===== config.mk =====
export PLATFORM = sky130hd
export DESIGN_NAME = pfu_frame_ctrl
export DESIGN_NICKNAME = d
export VERILOG_FILES = /design/src/rtl/pfu_frame_ctrl_pkg.sv /design/src/rtl/pfu_feed_pipe.sv /design/src/rtl/pfu_frame_ctrl.sv
export SDC_FILE = /design/constraint.sdc
export NUM_CORES = 1
export LEC_CHECK = 0
export ABC_CLOCK_PERIOD_IN_PS = 2200
export CAP_MARGIN = 40
export CORE_MARGIN = 2
export CORE_UTILIZATION = 57
export DETAILED_ROUTE_END_ITERATION = 10
export DONT_BUFFER_PORTS = 1
export PLACE_DENSITY = 0.81
export SETUP_SLACK_MARGIN = 0.3
export SYNTH_ARGS = -nofsm -noshare
export SYNTH_HDL_FRONTEND = slang
export SYNTH_SLANG_ARGS = --single-unit

===== constraint.sdc =====
create_clock -name clk -period 2.2 [get_ports clk]
set_clock_uncertainty 0.05 [all_clocks]
set_input_delay 0.22 -clock clk [delete_from_list [all_inputs] [get_ports clk]]
set_output_delay 0.22 -clock clk [all_outputs]
set_load 0.01 [all_outputs]

===== src/rtl/pfu_frame_ctrl_pkg.sv =====
// Shared definitions for the PFU frame scheduler: FSM encoding and default sizes.
// Optional guard-interval feature: PFU_FRAME_CTRL_GAP_EN.
package pfu_frame_ctrl_pkg;

    localparam int unsigned FRAME_LEN_DEF     = 3264;
    localparam int unsigned DW_DEF            = 12;
    localparam int unsigned ADDR_W_DEF        = 12;
    localparam int unsigned FLUSH_TIMEOUT_DEF = 8192;
`ifdef PFU_FRAME_CTRL_GAP_EN
    localparam int unsigned GAP_LEN_DEF       = 16;
`endif

    typedef enum logic [2:0] {
        ST_IDLE     = 3'd0,
        ST_WAIT_BUF = 3'd1,
        ST_BURST    = 3'd2,
        ST_FLUSH    = 3'd3,
        ST_GAP      = 3'd4
    } state_e;

endpackage


===== src/rtl/pfu_feed_pipe.sv =====
// Two-stage alignment from buffer read strobe/data to the PFU input port.
// Stage 1 tracks the buffer's one-cycle read latency; stage 2 registers the data.
module pfu_feed_pipe
    import pfu_frame_ctrl_pkg::*;
#(
    parameter int unsigned DW = DW_DEF
) (
    input  logic          clk,
    input  logic          rst_n,
    input  logic          rd_en,
    input  logic [DW-1:0] rd_re,
    input  logic [DW-1:0] rd_im,
    output logic          stage1_vld,
    output logic [DW-1:0] di_re,
    output logic [DW-1:0] di_im,
    output logic          di_vld
);

    // Valid pipeline; data held when no new sample arrives.
    always_ff @(posedge clk or negedge rst_n) begin
        if (!rst_n) begin
            stage1_vld <= 1'b0;
            di_vld     <= 1'b0;
            di_re      <= '0;
            di_im      <= '0;
        end else begin
            stage1_vld <= rd_en;
            di_vld     <= stage1_vld;
            if (stage1_vld) begin
                di_re <= rd_re;
                di_im <= rd_im;
            end
        end
    end

endmodule


===== src/rtl/pfu_frame_ctrl.sv =====
// Frame scheduler: waits for a full buffered frame, bursts it into the PFU,
// waits for the PFU to drain the same number of samples, then releases the buffer.
// Optional macro PFU_FRAME_CTRL_GAP_EN inserts a GAP_LEN-cycle guard between frames.
module pfu_frame_ctrl
    import pfu_frame_ctrl_pkg::*;
#(
    parameter int unsigned FRAME_LEN     = FRAME_LEN_DEF,
    parameter int unsigned ADDR_W        = ADDR_W_DEF,
    parameter int unsigned DW            = DW_DEF,
    parameter int unsigned FLUSH_TIMEOUT = FLUSH_TIMEOUT_DEF
`ifdef PFU_FRAME_CTRL_GAP_EN
    ,parameter int unsigned GAP_LEN      = GAP_LEN_DEF
`endif
) (
    input  logic              clk,
    input  logic              rst_n,
    input  logic              start,
    input  logic [7:0]        num_frames,
    output logic              busy,
    input  logic              buf_ready,
    output logic              buf_release,
    output logic              buf_rd_en,
    output logic [ADDR_W-1:0] buf_rd_addr,
    input  logic [DW-1:0]     buf_rd_re,
    input  logic [DW-1:0]     buf_rd_im,
    output logic [DW-1:0]     pfu_di_re,
    output logic [DW-1:0]     pfu_di_im,
    output logic              pfu_di_vld,
    input  logic              pfu_do_vld,
    output logic [7:0]        frame_idx,
    output logic              frame_done,
    output logic              all_done,
    output logic              err
);

    localparam int unsigned CNT_W = ADDR_W + 1;
    localparam int unsigned TO_W  = $clog2(FLUSH_TIMEOUT + 1);

    localparam logic [ADDR_W-1:0] LAST_ADDR = ADDR_W'(FRAME_LEN - 1);
    localparam logic [CNT_W-1:0]  FRAME_CNT = CNT_W'(FRAME_LEN);
    localparam logic [TO_W-1:0]   TO_LAST   = TO_W'(FLUSH_TIMEOUT - 1);

`ifdef PFU_FRAME_CTRL_GAP_EN
    localparam int unsigned GAP_W = $clog2(GAP_LEN + 1);
    localparam logic [GAP_W-1:0] GAP_LAST = GAP_W'(GAP_LEN - 1);
`endif

    state_e              state_q, state_d;
    logic [7:0]          num_q, num_d;
    logic [7:0]          frame_idx_d;
    logic                busy_d, err_d;
    logic                buf_release_d, frame_done_d, all_done_d;
    logic                buf_rd_en_d;
    logic [ADDR_W-1:0]   buf_rd_addr_d;
    logic [CNT_W-1:0]    drain_cnt_q, drain_cnt_d;
    logic [TO_W-1:0]     flush_cnt_q, flush_cnt_d;
    logic                stage1_vld;
    logic                flush_ok;
    logic                last_frame;
`ifdef PFU_FRAME_CTRL_GAP_EN
    logic [GAP_W-1:0]    gap_cnt_q, gap_cnt_d;
`endif

    // Read strobe/data alignment into the PFU port.
    pfu_feed_pipe #(
        .DW (DW)
    ) u_feed_pipe (
        .clk        (clk),
        .rst_n      (rst_n),
        .rd_en      (buf_rd_en),
        .rd_re      (buf_rd_re),
        .rd_im      (buf_rd_im),
        .stage1_vld (stage1_vld),
        .di_re      (pfu_di_re),
        .di_im      (pfu_di_im),
        .di_vld     (pfu_di_vld)
    );

    // Frame drained: all output samples seen and nothing left in the feed pipe.
    assign flush_ok   = (drain_cnt_q == FRAME_CNT) && !buf_rd_en && !stage1_vld && !pfu_di_vld;
    assign last_frame = ((frame_idx + 8'd1) == num_q);

    // Next-state and registered-output logic.
    always_comb begin
        state_d       = state_q;
        num_d         = num_q;
        frame_idx_d   = frame_idx;
        busy_d        = busy;
        err_d         = err;
        buf_release_d = 1'b0;
        frame_done_d  = 1'b0;
        all_done_d    = 1'b0;
        buf_rd_en_d   = 1'b0;
        buf_rd_addr_d = '0;
        drain_cnt_d   = drain_cnt_q;
        flush_cnt_d   = flush_cnt_q;
`ifdef PFU_FRAME_CTRL_GAP_EN
        gap_cnt_d     = gap_cnt_q;
`endif

        // PFU output samples counted from the first burst cycle, excess ignored.
        if ((state_q == ST_BURST || state_q == ST_FLUSH) && pfu_do_vld && (drain_cnt_q != FRAME_CNT)) begin
            drain_cnt_d = drain_cnt_q + CNT_W'(1);
        end

        case (state_q)
            ST_IDLE: begin
                if (start && (num_frames != 8'd0)) begin
                    num_d       = num_frames;
                    err_d       = 1'b0;
                    frame_idx_d = 8'd0;
                    busy_d      = 1'b1;
                    state_d     = ST_WAIT_BUF;
                end
            end
            ST_WAIT_BUF: begin
                if (buf_ready) begin
                    buf_rd_en_d   = 1'b1;
                    buf_rd_addr_d = '0;
                    drain_cnt_d   = '0;
                    state_d       = ST_BURST;
                end
            end
            ST_BURST: begin
                flush_cnt_d = '0;
                if (buf_rd_addr == LAST_ADDR) begin
                    state_d = ST_FLUSH;
                end else begin
                    buf_rd_en_d   = 1'b1;
                    buf_rd_addr_d = buf_rd_addr + ADDR_W'(1);
                end
            end
            ST_FLUSH: begin
                if (flush_ok) begin
                    buf_release_d = 1'b1;
                    frame_done_d  = 1'b1;
                    frame_idx_d   = frame_idx + 8'd1;
                    if (last_frame) begin
                        all_done_d = 1'b1;
                        busy_d     = 1'b0;
                        state_d    = ST_IDLE;
                    end else begin
`ifdef PFU_FRAME_CTRL_GAP_EN
                        gap_cnt_d  = '0;
                        state_d    = ST_GAP;
`else
                        state_d    = ST_WAIT_BUF;
`endif
                    end
                end else if (flush_cnt_q == TO_LAST) begin
                    err_d         = 1'b1;
                    buf_release_d = 1'b1;
                    frame_done_d  = 1'b1;
                    all_done_d    = 1'b1;
                    busy_d        = 1'b0;
                    state_d       = ST_IDLE;
                end else begin
                    flush_cnt_d = flush_cnt_q + TO_W'(1);
                end
            end
`ifdef PFU_FRAME_CTRL_GAP_EN
            ST_GAP: begin
                if (gap_cnt_q == GAP_LAST) begin
                    state_d = ST_WAIT_BUF;
                end else begin
                    gap_cnt_d = gap_cnt_q + GAP_W'(1);
                end
            end
`endif
            default: begin
                state_d = ST_IDLE;
            end
        endcase
    end

    // State, counters and output registers.
    always_ff @(posedge clk or negedge rst_n) begin
        if (!rst_n) begin
            state_q     <= ST_IDLE;
            num_q       <= 8'd0;
            frame_idx   <= 8'd0;
            busy        <= 1'b0;
            err         <= 1'b0;
            buf_release <= 1'b0;
            frame_done  <= 1'b0;
            all_done    <= 1'b0;
            buf_rd_en   <= 1'b0;
            buf_rd_addr <= '0;
            drain_cnt_q <= '0;
            flush_cnt_q <= '0;
        end else begin
            state_q     <= state_d;
            num_q       <= num_d;
            frame_idx   <= frame_idx_d;
            busy        <= busy_d;
            err         <= err_d;
            buf_release <= buf_release_d;
            frame_done  <= frame_done_d;
            all_done    <= all_done_d;
            buf_rd_en   <= buf_rd_en_d;
            buf_rd_addr <= buf_rd_addr_d;
            drain_cnt_q <= drain_cnt_d;
            flush_cnt_q <= flush_cnt_d;
        end
    end

`ifdef PFU_FRAME_CTRL_GAP_EN
    // Guard-interval counter.
    always_ff @(posedge clk or negedge rst_n) begin
        if (!rst_n) begin
            gap_cnt_q <= '0;
        end else begin
            gap_cnt_q <= gap_cnt_d;
        end
    end
`endif

endmodule


After elaboration in Yosys (flattened, before gate mapping)
Cells that the tools add are included.

Register bits after elaboration: 89. Input port bits: 37. Output and inout bits: 51. Logic and storage cells: 92.

Add/sub/neg operators: 4. Eq/ne operators: 17. Muxes and demuxes: 36. Reduce and logical (&&, ||, !) cells: 20.

Operators by type and width (count): $mux W13 (3); $mux W14 (2); $pmux W14 S2 (1); $mux W12 (2); $mux W1 (16); $mux W8 (2); $pmux W8 S2 (1); $mux W3 (5); $add A14 B1 Y14 const B (1); $eq A14 B13 Y1 const B (1); $add A13 B1 Y13 const B (1); $eq A13 B12 Y1 const B (1); $ne A13 B12 Y1 const B (1); $add A12 B1 Y12 const B (1); $eq A12 B12 Y1 const B (1); $pmux W3 S4 (1); $reduce_and A4 Y1 (3); $ne A2 B2 Y1 const B (5); $add A8 B1 Y8 const B (1); $eq A8 B8 Y1 (1); $reduce_bool A8 Y1 (1); $eq A3 B2 Y1 const B (2); $logic_and A1 B1 Y1 (6); $pmux W1 S2 (3); 10 further kinds (15).

Depth between registers and ports, before layout
Gate-level depths: netlist (run 1).

Depth after elaboration: 7. Depth in mapped cells: 9. Gate-level depth less buffers: 8.

By module
A second synthesis (run 1) with hierarchy kept.

Cells, all modules: 396. Area, all modules: 4360.4 µm².

Modules (own cells, without submodules): pfu_frame_ctrl (instances 1, cells each 343, area each 3313.2 µm², sequential area each 1551.5 µm²); pfu_feed_pipe (instances 1, cells each 53, area each 1047.3 µm², sequential area each 650.6 µm²).

Least setup slack after synthesis (run 1)
OpenSTA, ideal clock, no wires.

Path type: flip-flop to flip-flop. Start: register drain_cnt_q[0]. End: register flush_cnt_q[8]. Library setup time: 0.121 ns. Arrival time: 1.997 ns. Required time: 2.029 ns. Slack: 0.032 ns. Stages on the path, launching flop included: 10. Buffers on the path: 1. Period minus slack after synthesis: 2.168 ns. Path through: dfrtp_1 -> inv_1 -> ha_1 -> nor4b_2 -> and4_4 -> or2_1 -> buf_6 -> or4_4 -> xnor2_1 -> a22o_1.

Longest elaborated chain between the ends: 6.

Ends and longest elaborated chain: from (decl) (RTL line pfu_frame_ctrl.sv:55) `logic [CNT_W-1:0] drain_cnt_q, drain_cnt_d;`; from (signal assigned) (RTL line pfu_frame_ctrl.sv:202) `drain_cnt_q <= drain_cnt_d;`; $eq A13 B12 Y1 (RTL line pfu_frame_ctrl.sv:80) `assign flush_ok = (drain_cnt_q == FRAME_CNT) && !buf_rd_en && !stage1_vld && !pfu_di_vld;`; $logic_and A1 B1 Y1 (3 in series) (RTL line pfu_frame_ctrl.sv:80); $ne A2 B2 Y1 (no source line); $reduce_and A3 Y1 (no source line); to (signal assigned) (RTL line pfu_frame_ctrl.sv:203) `flush_cnt_q <= flush_cnt_d;`; to (decl) (RTL line pfu_frame_ctrl.sv:56) `logic [TO_W-1:0] flush_cnt_q, flush_cnt_d;`.

Every way passes these cells. A chain may end at the register's enable or synchronous reset.

Worst setup path in the final report (run 1)
Start: register drain_cnt_q[1]. End: register flush_cnt_q[8].

The elaborated chain is that of the path after synthesis.

==> summary.json, run 1 <==
{
  "antenna_found_initial": {"value": 0},
  "setup-tns-final": {"value": 0, "unit": "ns"},
  "muxShareOfSynthArea": {"value": 0.0939},
  "path_class": {"value": "reg2reg"},
  "crit_required": {"value": 2.41, "unit": "ns"},
  "ys.flop_type": {"value": "dfrtp_1"},
  "tritoncts_clock_tree": {"value": "done"},
  "floorplan.initialDensity": {"value": 0.594},
  "synth.ff_latch_count": {"value": 88},
  "routed-via-count": {"value": 3216},
  "synth.lib_cells_used.distinct": {"value": 57},
  "post_synth_fa_ha_maj_area_fraction": {"value": 0.0260},
  "async_flop_share": {"value": 1.00},
  "main_combinational_cell_family_by_area_after_synthesis": {"value": "simple AND/OR/NAND/NOR gates"},
  "worst_hold_slack": {"value": -0.511, "unit": "ns"},
  "cts.sink_count": {"value": 88},
  "synth.top_cell.area_share": {"value": 0.509},
  "worst_r2r_endpoint": {"value": "flush_cnt_q[8]"},
  "synth.most_common_cell": {"value": "dfrtp_1"},
  "hp-class": {"value": "in2async"},
  "syn-instance-count": {"value": 397},
  "avgSynthCellArea": {"value": 10.9, "unit": "um2"},
  "instances_no_fill": {"value": 563},
  "wirelength": {"value": 9820, "unit": "um"},
  "detailedPlace.worstSlack": {"value": 0.0975, "unit": "ns"},
  "synthSimpleGateAreaFrac": {"value": 0.186},
  "remaining_drc_errors": {"value": 0},
  "worstRegToRegCells": {"value": 8},
  "maxSlewViolCount": {"value": 0},
  "placement.cell_area": {"value": 4480, "unit": "um2"},
  "cts_hold_bufs": {"value": 33},
  "place.gp.congestion": {"value": 0.845},
  "synth_seq_area_share": {"value": 0.509},
  "yosys_warnings": {"value": 0},
  "final_period_minus_worst_setup_slack": {"value": 2.10, "unit": "ns"},
  "setup_viol": {"value": 0},
  "io-pin-count": {"value": 88},
  "totalPowerFinal": {"value": 5.96, "unit": "mW"},
  "synth_xor_xnor_area_share": {"value": 0.0829},
  "result_of_the_run": {"value": "finished with violations"},
  "dp_hpwl": {"value": 6030, "unit": "um"},
  "fin_crit_sh": {"value": 0.955},
  "die_footprint": {"value": 8310, "unit": "um2"},
  "detail_route.wl_per_cell": {"value": 17.4, "unit": "um"},
  "globalRoute.totalOverflow": {"value": 0},
  "viasPerCell": {"value": 5.71},
  "cts_root_buffer": {"value": "clkbuf_8"},
  "critical_path.startpoint_type": {"value": "register"},
  "clkSlewWorstSetupHoldPaths": {"value": 0.10, "unit": "ns"},
  "synth_enable_flop_cells": {"value": 0},
  "reg2reg_slack": {"value": 0.1, "unit": "ns"},
  "area_added_between_synthesis_and_finish": {"value": 25.3, "unit": "%"},
  "buffer_levels_on_the_longest_clock_path": {"value": 2},
  "grt_start_max_net_pins": {"value": 89},
  "syn-cell-area": {"value": 4330, "unit": "um2"},
  "synth-compound-area-share": {"value": 0.0751},
  "failed_checks": {"value": "negative hold slack"},
  "irDropWorstVdd": {"value": 0.597, "unit": "mV"},
  "post_synth_main_area_contributors": {"value": "dfrtp_1, mux2_2, xnor2_1, xor2_1, nand2_1"},
  "regToRegStartpoint": {"value": "drain_cnt_q[1]"},
  "tightest_slew": {"value": 0.487, "unit": "ns"},
  "die_w": {"value": 91.2, "unit": "um"},
  "numPortBuffers": {"value": 0},
  "ctsHtreeMaxLevel": {"value": 3},
  "drt_iter0_drc": {"value": 126},
  "static-leakage-power": {"value": 2.29, "unit": "nW"},
  "fmax": {"value": 0.476, "unit": "GHz"},
  "core.rowCount": {"value": 31},
  "post-route-worst-setup-slack": {"value": 0.0988, "unit": "ns"},
  "grt_pass1_wl": {"value": 16000, "unit": "um"},
  "timing.max_cap.violations": {"value": 0},
  "tritoncts.num_buffers": {"value": 9},
  "worst_ep_arrival_time": {"value": 2.31, "unit": "ns"},
  "die_h": {"value": 91.2, "unit": "um"},
  "final_nets": {"value": 505},
  "finish.utilization": {"value": 0.744},
  "ant_nets": {"value": 0},
  "placed_cells": {"value": 493},
  "post_route_cells_drive_above_1_share": {"value": 0.297},
  "grt_pass1_vias": {"value": 3275},
  "synth.largest_area_cell": {"value": "dfrtp_1"},
  "worstSetupEndpointType": {"value": "register"},
  "synth.top_cells.by_count": {"value": "dfrtp_1, nand2_1, mux2_2"},
  "antennaDiodeCount": {"value": 0},
  "synth_nets": {"value": 443},
  "floorplan.core_area": {"value": 7290, "unit": "um2"},
  "grt_setup_unrepaired": {"value": "true"},
  "dr.pass1.iters": {"value": 4},
  "critical_path_peak_fanout": {"value": 5},
  "number_of_hold_slack_violations_in_the_final_timing_report": {"value": 88},
  "grt_usage": {"value": 0.239},
  "clock_latency": {"value": 0.37, "unit": "ns"},
  "stdcell_area": {"value": 5430, "unit": "um2"},
  "worst_slew_margin_rel": {"value": 0.674},
  "pwr_density_cell": {"value": 1100, "unit": "nW/um2"}
}
## cells in the final DEF (no fill, tap or decap), drive strengths merged, types with 2 or more instances in the layout
master       count
o22ai            2
and2             6
nand2b           4
dfrtp           88
or2              4
xor2            20
mux2i            2
or4              3
xnor2           21
or3              2
and4             5
bufinv           2
a21oi            8
mux2            34
clkbuf           9
o21ai           23
a31oi            2
a22o             2
nand2           42
inv             11
ha               9
o31ai            3
nor2            31
nand4            7
o211a            2
nor2b            3
nor3             6
and3             9
dlygate4sd3     33
nor4             6
nand3           17
buf             33
## flip-flops by register name, summed over array words and instances (netlist names), 2 cells and up
| signal | count |
|---|---|
| u_feed_pipe.di_re | 12 |
| drain_cnt_q | 13 |
| u_feed_pipe.di_im | 12 |
| frame_idx | 8 |
| buf_rd_addr | 12 |
| flush_cnt_q | 14 |
| num_q | 8 |
| state_q | 2 |
## kinds of logic after synthesis
logic type,Yosys count
AO/OA/AOI/OAI,51
XOR/XNOR,41
adder cells (fa/ha/maj),9
multiplexers,36
flip-flops,88
buffers and inverters,23
AND/OR/NAND/NOR,149
## area by class of cell
cell class                 instances  area, um2
multi-input combinational        286       2230
sequential                        88       2210
fill                             469       1870
timing repair buffer              66        601
clock buffer                       9        124
tap                               99        124
clock inverter                     7        110
inverter                           8       30.0
## critical path: stages, from the launching register on
cell     delay (ns)
dfrtp_1        0.40
inv_2          0.07
ha_4           0.15
nor4b_4        0.13
and4_4         0.21
or2_4          0.26
or4_4          0.42
xnor2_1        0.14
a22o_1         0.17
## where the power goes
group | switching [mW] | total, mW | internal [mW] | leakage [nW]
Sequential | 0.531 | 2.58 | 2.05 | 1.13
Combinational | 0.982 | 2.08 | 1.10 | 1.04
Clock | 0.636 | 1.30 | 0.667 | 0.116
Total | 2.15 | 5.96 | 3.81 | 2.29
## timing repair
item                       in CTS  in global routing
gates cloned                    1                  0
buffers inserted                9                 11
pin swaps                       8                 14
setup endpoints to repair      32                 31
gates resized for setup        30                 35
hold endpoints to repair      121                 88
## how the worst max path moves through the flow
stage	startpoint	cells after the start	to
5_1_grt	drain_cnt_q[1]	9	busy
3_5_place_dp	drain_cnt_q[1]	7	frame_idx[6]
3_3_place_gp	frame_idx[0]	7	state_q[0]
6_report	drain_cnt_q[1]	8	flush_cnt_q[8]
4_1_cts	frame_idx[0]	7	state_q[0]
2_1_floorplan	drain_cnt_q[0]	9	flush_cnt_q[8]
## per-layer routing
| metal | vias to the layer above | share of wire | track usage |
|---|---|---|---|
| met5 | - | 0 | 0 |
| met4 | 0 | 0.019 | 0.0795 |
| met3 | 20 | 0.067 | 0.0523 |
| met2 | 124 | 0.51 | 0.411 |
| met1 | 1557 | 0.41 | 0.300 |
| li1 | 1515 | - | - |
(Power assumes the default switching activity.)
==> inputs of run 2 (changes only) <==
- REMOVE_ABC_BUFFERS: unset -> 1
==> run 2 against run 1 <==
  * The flow still finishes with violations (negative hold slack)
  * Clock-buffer cell count did not move
  * Maximum frequency fell by 1.7%
  * First-iteration DRC count rose by 38%
  * Hold slack got worse by 0.012 ns
  * Combinational power rose by 12%
  * Sequential power barely moved
  * Worst setup slack got worse by 0.036 ns
  * Register-to-register slack got worse by 0.04 ns
  * Critical path type unchanged
  * Critical endpoint is now frame_idx[2]
  * Largest cell class unchanged
==> summary.json, run 2 (same netlist as run 1, synthesis figures left out) <==
{
  "result_of_the_run": {"value": "finished with violations"},
  "failed_checks": {"value": "negative hold slack"},
  "fmax": {"value": 0.468, "unit": "GHz"},
  "irDropWorstVdd": {"value": 0.992, "unit": "mV"},
  "stdcell_area": {"value": 5530, "unit": "um2"},
  "critical_path_peak_fanout": {"value": 5},
  "routed-via-count": {"value": 3391},
  "setup_viol": {"value": 0},
  "die_w": {"value": 91.2, "unit": "um"},
  "floorplan.initialDensity": {"value": 0.594},
  "hp-class": {"value": "in2async"},
  "largest_reg_flops": {"value": 14},
  "post_route_cells_drive_above_1_share": {"value": 0.309},
  "timing.max_cap.violations": {"value": 0},
  "instances_no_fill": {"value": 571},
  "max_flop_register": {"value": "flush_cnt_q"},
  "path_class": {"value": "reg2reg"},
  "clkSlewWorstSetupHoldPaths": {"value": 0.10, "unit": "ns"},
  "buffer_levels_on_the_longest_clock_path": {"value": 2},
  "core.rowCount": {"value": 31},
  "wirelength": {"value": 11100, "unit": "um"},
  "reg_top3": {"value": "flush_cnt_q x14, drain_cnt_q x13"},
  "cts_root_buffer": {"value": "clkbuf_8"},
  "floorplan.core_area": {"value": 7290, "unit": "um2"},
  "top_layer": {"value": "met4"},
  "worst_hold_slack": {"value": -0.523, "unit": "ns"},
  "ctsHtreeMaxLevel": {"value": 3},
  "final_nets": {"value": 513},
  "tritoncts_clock_tree": {"value": "done"},
  "io-pin-count": {"value": 88},
  "die_footprint": {"value": 8310, "unit": "um2"},
  "drt_iter0_drc": {"value": 174},
  "post-route-worst-setup-slack": {"value": 0.0623, "unit": "ns"},
  "remaining_drc_errors": {"value": 0},
  "cts_hold_bufs": {"value": 33},
  "maxSlewViolCount": {"value": 0},
  "area_added_between_synthesis_and_finish": {"value": 27.7, "unit": "%"},
  "grt_start_max_net_pins": {"value": 89},
  "static-leakage-power": {"value": 2.34, "unit": "nW"},
  "antennaDiodeCount": {"value": 0},
  "grt_pass1_wl": {"value": 16700, "unit": "um"},
  "grt_pass1_vias": {"value": 3360},
  "cts.sink_count": {"value": 88},
  "tritoncts.num_buffers": {"value": 9},
  "setup-tns-final": {"value": 0, "unit": "ns"},
  "fin_crit_sh": {"value": 0.972},
  "placed_cells": {"value": 500},
  "worstSetupEndpointType": {"value": "register"},
  "critical_path.startpoint_type": {"value": "register"},
  "detail_route.wl_per_cell": {"value": 19.4, "unit": "um"},
  "worst_slew_margin_rel": {"value": 0.668},
  "numPortBuffers": {"value": 0},
  "globalRoute.totalOverflow": {"value": 0},
  "detail_route.wirelength.met1": {"value": 4340, "unit": "um"},
  "grt_usage": {"value": 0.255},
  "placement.cell_area": {"value": 4510, "unit": "um2"},
  "viasPerCell": {"value": 5.94},
  "ant_nets": {"value": 0},
  "place.gp.congestion": {"value": 0.945},
  "pwr_density_cell": {"value": 1080, "unit": "nW/um2"},
  "die_h": {"value": 91.2, "unit": "um"},
  "detailedPlace.worstSlack": {"value": 0.00579, "unit": "ns"},
  "crit_required": {"value": 2.43, "unit": "ns"},
  "grt_setup_unrepaired": {"value": "true"},
  "number_of_hold_slack_violations_in_the_final_timing_report": {"value": 88},
  "dr_wl_met3": {"value": 801, "unit": "um"},
  "clock_latency": {"value": 0.38, "unit": "ns"},
  "tightest_slew": {"value": 0.497, "unit": "ns"},
  "worst_ep_arrival_time": {"value": 2.37, "unit": "ns"},
  "antenna_found_initial": {"value": 0},
  "finish.utilization": {"value": 0.758},
  "met2RoutedLength": {"value": 5790, "unit": "um"},
  "final_common_cell": {"value": "dfrtp_1"},
  "dp_hpwl": {"value": 6310, "unit": "um"},
  "final_period_minus_worst_setup_slack": {"value": 2.14, "unit": "ns"},
  "most-common-layout-cells": {"value": "dfrtp_1, nand2_1, mux2_2, dlygate4sd3_1, buf_4"},
  "dr.pass1.iters": {"value": 6}
}
[run 2: cell types whose count changed in the layout (fill, tap and decap cells not counted), sizes merged]
cell	change
buf	+8
bufinv	-2
clkinv	+2
clkinvlp	-1
inv	+1
[run 2: worst paths after layout]
kind	endpoint	slack (ns)	from	cells after the start
setup / recovery	frame_idx[2]	0.06	drain_cnt_q[1]	7
hold / removal	frame_idx[4]	-0.52	rst_n	0
setup reg to reg	frame_idx[2]	0.06	drain_cnt_q[1]	7
hold reg to reg	u_feed_pipe.stage1_vld	0.49	buf_rd_en	1
max in group asynchronous	drain_cnt_q[3]	2.47	rst_n	0
min in group clk	drain_cnt_q[0]	0.15	pfu_do_vld	4
[run 2: through the flow]
stage | power, mW | hold slack [ns]
after floorplan | 3.63 | -0.126
after global placement | 4.09 | -0.121
after detailed placement | 4.22 | -0.123
after CTS | 5.57 | -0.535
after global routing | 6.29 | -0.546
final | 5.99 | -0.523
[run 2: worst max-delay path, stage by stage (launching register included)]
cell     delay, ns
dfrtp_1       0.41
inv_2         0.08
ha_4          0.12
nor4b_4       0.23
nand4_1       0.16
a221o_1       0.46
or2_4         0.32
o21ai_1       0.21
[run 2: final cells by class]
type	count	area, um2
clock buffer	9	124
clock inverter	7	68.8
fill	458	1760
inverter	8	30.0
multi-input combinational	286	2300
sequential	88	2200
tap	99	124
timing repair buffer	74	681
[run 2: repair_timing]
action	CTS	global route
buffers inserted	11	11
resized for setup	36	49
hold endpoints to repair	121	88
pin swaps	15	31
endpoints found under the setup margin	28	32
[run 2: metal layers]
metal,GRT usage,up-vias
met5,0,-
met2,0.433,144
met3,0.0656,20
met4,0.105,0
li1,-,1539
met1,0.308,1688
[run 2: report_power, final]
group	switching, mW	internal, mW
registers	0.507	2.05
logic	1.15	1.17
clock network	0.675	0.446
total	2.34	3.66
